`config.mk`:
```
export PLATFORM = sky130hd
export DESIGN_NAME = mem_loader_flat
export DESIGN_NICKNAME = d
export VERILOG_FILES = /design/src/rtl/mem_loader_pkg.sv /design/src/rtl/mem_loader_if.sv /design/src/rtl/mem_loader_byte_packer.sv /design/src/rtl/mem_loader.sv /design/src/flat_wrapper.sv
export SDC_FILE = /design/constraint.sdc
export NUM_CORES = 1
export LEC_CHECK = 0
export BUFFER_PORTS_ARGS = -buffer_cell sky130_fd_sc_hd__buf_2
export CORE_AREA = 4 4 116 107
export DETAILED_ROUTE_END_ITERATION = 12
export DIE_AREA = 0 0 120 111
export HOLD_SLACK_MARGIN = 0.08
export PLACE_DENSITY = 0.82
export SYNTH_ARGS = -nofsm -noshare
export SYNTH_HDL_FRONTEND = slang
export SYNTH_SLANG_ARGS = --single-unit
```
`constraint.sdc`:
```
create_clock -name clk -period 2.37 [get_ports clk]
set_input_delay 0.237 -clock clk [delete_from_list [all_inputs] [get_ports clk]]
set_output_delay 0.237 -clock clk [all_outputs]
set_load 0.01 [all_outputs]
```
`src/rtl/mem_loader_pkg.sv`:
```
// Shared state encoding and frame geometry for the memory loader.
package mem_loader_pkg;

    typedef enum logic [2:0] {
        S_IDLE  = 3'd0,
        S_HDR   = 3'd1,
        S_DATA  = 3'd2,
        S_WR    = 3'd3,
        S_CHK   = 3'd4,
        S_DONE  = 3'd5,
        S_ERROR = 3'd6
    } state_t;

    localparam int HDR_BYTES      = 2;
    localparam int BYTES_PER_WORD = 4;

    // States that can accept a new load request.
    function automatic logic is_restartable(input state_t s);
        return (s == S_IDLE) || (s == S_DONE) || (s == S_ERROR);
    endfunction

endpackage

```
`src/rtl/mem_loader_if.sv`:
```
// Byte-stream handshake plus memory write port of the loader.
interface mem_loader_if;

    logic [7:0]  byte_in;
    logic        byte_valid;
    logic        byte_ready;
    logic [31:0] mem_addr;
    logic [31:0] mem_wdata;
    logic        mem_we;

    modport master (
        output byte_in, byte_valid,
        input  byte_ready, mem_addr, mem_wdata, mem_we
    );

    modport slave (
        input  byte_in, byte_valid,
        output byte_ready, mem_addr, mem_wdata, mem_we
    );

endinterface

```
`src/rtl/mem_loader_byte_packer.sv`:
```
// Big-endian byte-to-word shifter with running XOR checksum.
// word_ready_o/word_o are combinational on the 4th shifted byte; no backpressure of its own.
module byte_packer
    import mem_loader_pkg::*;
(
    input  logic        clk,
    input  logic        rst,
    input  logic        clr_i,
    input  logic        shift_i,
    input  logic [7:0]  byte_i,
    output logic        word_ready_o,
    output logic [31:0] word_o,
    output logic [7:0]  checksum_o
);

    logic [23:0] word_q;
    logic [1:0]  idx_q;
    logic [7:0]  chk_q;

    assign word_ready_o = shift_i && (idx_q == 2'(BYTES_PER_WORD - 1));
    assign word_o       = {word_q, byte_i};
    assign checksum_o   = chk_q;

    always_ff @(posedge clk or negedge rst) begin
        if (!rst) begin
            word_q <= '0;
            idx_q  <= '0;
            chk_q  <= '0;
        end else if (clr_i) begin
            word_q <= '0;
            idx_q  <= '0;
            chk_q  <= '0;
        end else if (shift_i) begin
            word_q <= {word_q[15:0], byte_i};
            idx_q  <= idx_q + 2'd1;
            chk_q  <= chk_q ^ byte_i;
        end
    end

endmodule

```
`src/rtl/mem_loader.sv`:
```
// Framed byte stream -> consecutive 32-bit memory writes, holding the CPU until the checksum matches.
// Write strobe one cycle after the last byte of a word; done/error one cycle after the checksum byte.
module mem_loader
    import mem_loader_pkg::*;
#(
    parameter logic [31:0] BASE_ADDR = 32'd0,
    parameter int          MAX_WORDS = 256,
    parameter int          CNT_W     = 16
) (
    input  logic             clk,
    input  logic             rst,
    input  logic             start,
    mem_loader_if.slave      bus,
    output logic             cpu_hold,
    output logic             load_done,
    output logic             load_error,
    output logic [CNT_W-1:0] words_written
);

    state_t           state_q;
    logic             byte_ready_q;
    logic             mem_we_q;
    logic             cpu_hold_q;
    logic             done_q;
    logic             err_q;
    logic [31:0]      addr_q;
    logic [31:0]      wdata_q;
    logic [CNT_W-1:0] ww_q;
    logic [CNT_W-1:0] n_q;
    logic [7:0]       n_hi_q;
    logic             hdr_idx_q;

    logic        fire;
    logic        restart;
    logic        word_ready;
    logic [31:0] word;
    logic [7:0]  checksum;
    logic [15:0] hdr_count;
    logic        hdr_bad;
    logic        last_word;

    assign fire      = bus.byte_valid && byte_ready_q;
    assign restart   = start && is_restartable(state_q);
    assign hdr_count = {n_hi_q, bus.byte_in};
    assign hdr_bad   = (hdr_count == 16'd0) || (32'(hdr_count) > 32'(MAX_WORDS));
    assign last_word = (ww_q + CNT_W'(1)) == n_q;

    byte_packer u_packer (
        .clk          (clk),
        .rst          (rst),
        .clr_i        (restart),
        .shift_i      (fire && (state_q == S_DATA)),
        .byte_i       (bus.byte_in),
        .word_ready_o (word_ready),
        .word_o       (word),
        .checksum_o   (checksum)
    );

    // byte_ready is registered alongside each state transition so it depends on state only.
    always_ff @(posedge clk or negedge rst) begin
        if (!rst) begin
            state_q      <= S_IDLE;
            byte_ready_q <= 1'b0;
            mem_we_q     <= 1'b0;
            cpu_hold_q   <= 1'b0;
            done_q       <= 1'b0;
            err_q        <= 1'b0;
            addr_q       <= '0;
            wdata_q      <= '0;
            ww_q         <= '0;
            n_q          <= '0;
            n_hi_q       <= '0;
            hdr_idx_q    <= 1'b0;
        end else begin
            mem_we_q <= 1'b0;
            case (state_q)
                S_IDLE, S_DONE, S_ERROR: begin
                    if (start) begin
                        state_q      <= S_HDR;
                        byte_ready_q <= 1'b1;
                        cpu_hold_q   <= 1'b1;
                        done_q       <= 1'b0;
                        err_q        <= 1'b0;
                        ww_q         <= '0;
                        hdr_idx_q    <= 1'b0;
                    end
                end
                S_HDR: begin
                    if (fire) begin
                        if (!hdr_idx_q) begin
                            n_hi_q    <= bus.byte_in;
                            hdr_idx_q <= 1'b1;
                        end else begin
                            n_q <= CNT_W'(hdr_count);
                            if (hdr_bad) begin
                                state_q      <= S_ERROR;
                                byte_ready_q <= 1'b0;
                                err_q        <= 1'b1;
                            end else begin
                                state_q <= S_DATA;
                            end
                        end
                    end
                end
                S_DATA: begin
                    if (word_ready) begin
                        state_q      <= S_WR;
                        byte_ready_q <= 1'b0;
                        mem_we_q     <= 1'b1;
                        addr_q       <= BASE_ADDR + 32'(ww_q);
                        wdata_q      <= word;
                    end
                end
                S_WR: begin
                    ww_q         <= ww_q + CNT_W'(1);
                    byte_ready_q <= 1'b1;
                    state_q      <= last_word ? S_CHK : S_DATA;
                end
                S_CHK: begin
                    if (fire) begin
                        byte_ready_q <= 1'b0;
                        if (bus.byte_in == checksum) begin
                            state_q    <= S_DONE;
                            done_q     <= 1'b1;
                            cpu_hold_q <= 1'b0;
                        end else begin
                            state_q <= S_ERROR;
                            err_q   <= 1'b1;
                        end
                    end
                end
                default: begin
                    state_q      <= S_IDLE;
                    byte_ready_q <= 1'b0;
                end
            endcase
        end
    end

    assign bus.byte_ready = byte_ready_q;
    assign bus.mem_we     = mem_we_q;
    assign bus.mem_addr   = addr_q;
    assign bus.mem_wdata  = wdata_q;
    assign cpu_hold       = cpu_hold_q;
    assign load_done      = done_q;
    assign load_error     = err_q;
    assign words_written  = ww_q;

endmodule
```
`src/flat_wrapper.sv`:
```
// flat-port wrapper written by rule: the top's interface ports become plain ports
module mem_loader_flat import mem_loader_pkg::*;
#(
    parameter logic [31:0] BASE_ADDR = 32'd0,
    parameter int          MAX_WORDS = 256,
    parameter int          CNT_W     = 16
)
  (clk, rst, start, cpu_hold, load_done, load_error, words_written, bus_byte_in, bus_byte_valid, bus_byte_ready, bus_mem_addr, bus_mem_wdata, bus_mem_we);
  mem_loader_if bus_i ();
  input  logic clk;
  input  logic rst;
  input  logic start;
  output logic cpu_hold;
  output logic load_done;
  output logic load_error;
  output logic [CNT_W-1:0] words_written;
  input wire logic [$bits(bus_i.byte_in)-1:0] bus_byte_in;
  input wire logic [$bits(bus_i.byte_valid)-1:0] bus_byte_valid;
  output wire logic [$bits(bus_i.byte_ready)-1:0] bus_byte_ready;
  output wire logic [$bits(bus_i.mem_addr)-1:0] bus_mem_addr;
  output wire logic [$bits(bus_i.mem_wdata)-1:0] bus_mem_wdata;
  output wire logic [$bits(bus_i.mem_we)-1:0] bus_mem_we;
  assign bus_i.byte_in = bus_byte_in;
  assign bus_i.byte_valid = bus_byte_valid;
  assign bus_byte_ready = bus_i.byte_ready;
  assign bus_mem_addr = bus_i.mem_addr;
  assign bus_mem_wdata = bus_i.mem_wdata;
  assign bus_mem_we = bus_i.mem_we;
  mem_loader #(.BASE_ADDR(BASE_ADDR), .MAX_WORDS(MAX_WORDS), .CNT_W(CNT_W)) u_core (.clk(clk), .rst(rst), .start(start), .bus(bus_i), .cpu_hold(cpu_hold), .load_done(load_done), .load_error(load_error), .words_written(words_written));
endmodule
```
==> impl_results.md <==
- Result of the run: completed
- End point of the most critical hold path: u_core.bus.mem_wdata[3]
- Post-synthesis cell count: 562
- Post-synthesis share of cell area spent on full adders, half adders and majority gates: less than 1%
- Clock skew: 0.0105 ns
- Number of antenna violations at the first check in global routing: 0
- Max-Slew Margin vs Limit: 38.3%
- Portion of the clock cycle consumed by the worst path in the final layout: slightly above 90%
- Number of setup buffers added after CTS: 0
- Placed standard-cell area: 6780 um2
- Clock root buffer: clkbuf_16
- Initial Utilization: 55.5%
- Proportion of netlist area held by the largest area contributor: 52.5%
- Total of endpoints with negative setup slack in the final report: 0
- Final Instance Area: 7350 um2
- Largest buffer count on any clock path: 2
- Cell count of the worst hold path: 2
- Nets: between 600 and 700
- Worst-path maximum fanout: 7
- Placeable core region: 11200 um2
- Floorplan die height: 111 um
- Top Ports: 97
- Final count of pins violating max slew: 0
- Maximum single-stage delay on the critical path: around 0.42 ns
- Fraction of layout cells with a size suffix above 1: about a quarter
- # clock sinks: 131
- Sequence of cells on the critical path: ha_1 -> nand2_2 -> nor4_4 -> nor3b_1 -> a2111oi_4 -> nand4_1 -> a21bo_1
- First-pass GRT wire length: 24.0 mm
- Cell area after synthesis: 6250 um2
- Endpoint kind of the worst setup timing path: flip-flop
- Crit Reg-Reg Endpoint: u_core.state_q[1]
- Antenna-violating nets left: 0
- Fin crit period: 2.20 ns
- Post-synth cell types: 64
- DRC violation count after routing: 0
- Area growth syn-to-layout: 17.7%
- Combinational family with the most area after synthesis: simple AND/OR/NAND/NOR gates
- Worst Setup Start Kind: flip-flop
- Arrival time of the worst setup path: 2.52 ns
- Reg2Reg Setup Slack: ~0.17 ns
- Via count of the first global-routing pass: 4628
- Yosys synthesis warning count: 0
- HPWL after detailed placement: 9.70 mm
- Fmax: about 450 MHz
- Total negative slack for setup checks: 0 ns
- Top flip-flop cell by instance count after synthesis: dfrtp_1
- Share of synthesized area spent on multiplexers: 13.1%
- Congestion Overflow GR: 0
- #FFs+latches synth: 131
- Count of cells along the worst register-to-register path: 7
- Share of synthesized registers carrying an async set or reset: 100%
- Wire length per cell: 17.7 um
- Static Leak: about 3.7 nW
- Number of placement rows: 37
- Worst skew pair latency: 0.43 ns
- Clock transition at the registers of the reported paths: 0.06 ns
- Origin of the critical flop-to-flop path: u_core.words_written[1]
- Simple-gate share of the synthesized area: 13.1%
- DR vias: 4576
- Final Wtd Congestion: 0.858
- Data required time at the worst endpoint: 2.69 ns
- Number of buffers inserted during clock tree synthesis: 17
- Average cell area after synthesis: 11.1 um2
- Number of maximum-capacitance constraint violations: 0
- Post-synthesis compound-gate area fraction: 10.3%
- Top cell type by total area after synthesis: dfrtp_1
- Synth Area in XOR/XNOR: 5.61%
- Slowest CP cell: dfrtp_1
- Buffers on Ports: 80
- Power per standard cell area: ~1100 nW/um2
- Hold Path Origin: bus_byte_in[3]
- Pin count of the biggest net entering global routing: 49
- Drt initial violations: 409
- Routed wire length: about 14 mm
- Clock tree from TritonCTS: done
- H-Tree Depth: 4
- Average via count per standard cell: between 5 and 6
- Hold Vio Cnt, Final: 0
- VDD IR-drop max: 0.650 mV
- Top post-synthesis cells by area: dfrtp_1 (52%), mux2_1 (10%), nand2_1 (4.7%), xnor2_1 (3.2%), a21oi_1 (3.0%)
- Filler cell count: 838
- Type of the tightest min-delay check: input port to flip-flop
- Share of synthesized area occupied by flip-flops and latches: 52.5%
- Tightest Pin Transition: about 0.93 ns
- Horizontal die dimension: between 100 and 150 um
- Overall fraction of global-route tracks in use: between 20% and 30%
- Initial DRT Pass Iterations: 5
- Area of the die: 13300 um2
- EDFF count, synth: 0
- Antenna fix cells: 0
- RSZ-0062 raised after global routing: no
- Start-to-end type of the worst setup path: flip-flop to flip-flop
==> flip-flops by register name, indices dropped and copies added, names as in the netlist <==
signal and cells:
u_core.load_error 1, u_core.u_packer.word_q 24, u_core.bus.mem_we 1, u_core.load_done 1, u_core.cpu_hold 1, u_core.n_hi_q 8, u_core.n_q 16, u_core.bus.byte_ready 1
u_core.bus.mem_addr 16, u_core.words_written 16, u_core.bus.mem_wdata 32, u_core.state_q 3, u_core.u_packer.checksum_o 8, u_core.hdr_idx_q 1, u_core.u_packer.idx_q 2
==> cells in the mapped netlist, drive strengths merged (2+ instances only) <==
cell type	instances
o211a	2
mux2	71
nor4	9
inv	7
buf	33
nand2	78
mux2i	2
nand2b	6
xor2	17
o31ai	4
or4	2
or3	2
nor3	8
dfrtp	131
nor3b	3
nand4	6
ha	2
xnor2	23
a31oi	3
nor2b	2
o2111ai	2
a21oi	38
a2111oi	2
nor2	30
nand3	8
o21ai	30
clkbuf	18
==> timing repair <==
action / CTS / global route
resized for setup: 0 / 3
hold buffers: 1 / 0
setup endpoints to repair: 0 / 9
hold endpoints to repair: 32 / 0
==> metrics by stage <==
step | hold WS (ns) | worst slack [ns] | util (%) | std cells | total power [mW]
global route | 0.149 | 0.0619 | 65.4 | 814 | 8.36
detailed placement | 0.238 | 0.114 | 60.3 | 781 | 5.43
global placement | 0.232 | 0.195 | 60.3 | 781 | 5.34
floorplan | -0.0586 | 0.267 | - | 577 | 4.74
CTS | 0.146 | 0.0841 | 65.3 | 814 | 7.93
finish | 0.156 | 0.167 | 65.4 | 814 | 7.92
==> layer usage <==
metal / up-vias / global-route usage [%] / routed length [um]
met5: - / 0 / 0
met4: 0 / 8.40 / 259
met3: 29 / 7.19 / 959
met2: 192 / 35.5 / 6960
met1: 2261 / 30.7 / 6250
li1: 2094 / - / -
==> worst max-delay path, delay by kind of cell (launching register included) <==
| family | cells | cell delay [ns] |
|---|---|---|
| fa+ha+maj | 1 | 0.29 |
| simple gates | 4 | 0.84 |
| flops | 1 | 0.42 |
| compound gates | 2 | 0.54 |
==> cell type report <==
type / count / area, um2 / share of cell area, %
clock inverters: 14 / 129 / 1.75
well taps: 156 / 195 / 2.65
flip-flops and latches: 131 / 3280 / 44.6
inverters: 7 / 26.3 / 0.357
clock buffers: 18 / 429 / 5.84
repair buffers: 100 / 568 / 7.72
multi-input cells: 388 / 2730 / 37.1
==> placed cells by master, fill, tap and decap left out, types with 2 or more instances in the layout <==
| cell type | n |
|---|---|
| a21oi_1 | 38 |
| nor4_1 | 4 |
| nand2_1 | 76 |
| nand3_1 | 6 |
| buf_4 | 19 |
| nor4_2 | 2 |
| mux2_1 | 56 |
| xor2_1 | 17 |
| xnor2_1 | 23 |
| nand2_2 | 2 |
| o31ai_1 | 3 |
| or4_1 | 2 |
| o21ai_0 | 10 |
| nor3_1 | 6 |
| dfrtp_1 | 130 |
| o2111ai_1 | 2 |
| buf_2 | 79 |
| inv_6 | 4 |
| a31oi_1 | 3 |
| clkbuf_16 | 17 |
| nor3b_1 | 2 |
| or3_1 | 2 |
| inv_2 | 2 |
| o21ai_1 | 20 |
| clkinvlp_4 | 3 |
| ha_1 | 2 |
| nand4_1 | 5 |
| a2111oi_4 | 2 |
| nor4_4 | 3 |
| nor2b_1 | 2 |
| clkinv_2 | 3 |
| nor2_1 | 29 |
| o211a_1 | 2 |
| conb_1 | 16 |
| nand2b_1 | 5 |
| mux2_2 | 15 |
| nand3_2 | 2 |
| inv_1 | 5 |
| clkinv_4 | 3 |
| mux2i_1 | 2 |
==> how the worst max path moves through the flow <==
| stage | startpoint | to | slack [ns] | cells past startpoint |
|---|---|---|---|---|
| after CTS | u_core.words_written[1] | u_core.state_q[1] | 0.08 | 7 |
| after floorplan | u_core.words_written[0] | u_core.state_q[1] | 0.27 | 7 |
| after global routing | u_core.words_written[1] | u_core.state_q[1] | 0.06 | 7 |
| final | u_core.words_written[1] | u_core.state_q[1] | 0.17 | 7 |
| after global placement | u_core.words_written[1] | u_core.state_q[1] | 0.20 | 7 |
| after detailed placement | u_core.words_written[1] | u_core.state_q[1] | 0.11 | 7 |
==> cell families (layout without fill, tap and decap cells) <==
family,count (synthesis),after routing
simple gates,158,158
flops,131,131
compound gates,99,99
mux,73,73
buf+inv,58,139
xor+xnor,40,40
fa+ha+maj,2,2
other cells,1,16
==> power by group <==
group          internal [mW]  leakage (nW)  switching, mW
sequential              2.75          1.78          0.469
combinational          0.989          1.61           1.25
clock                   1.45         0.267           1.01
Note: power is estimated with default switching activity, not from simulation.
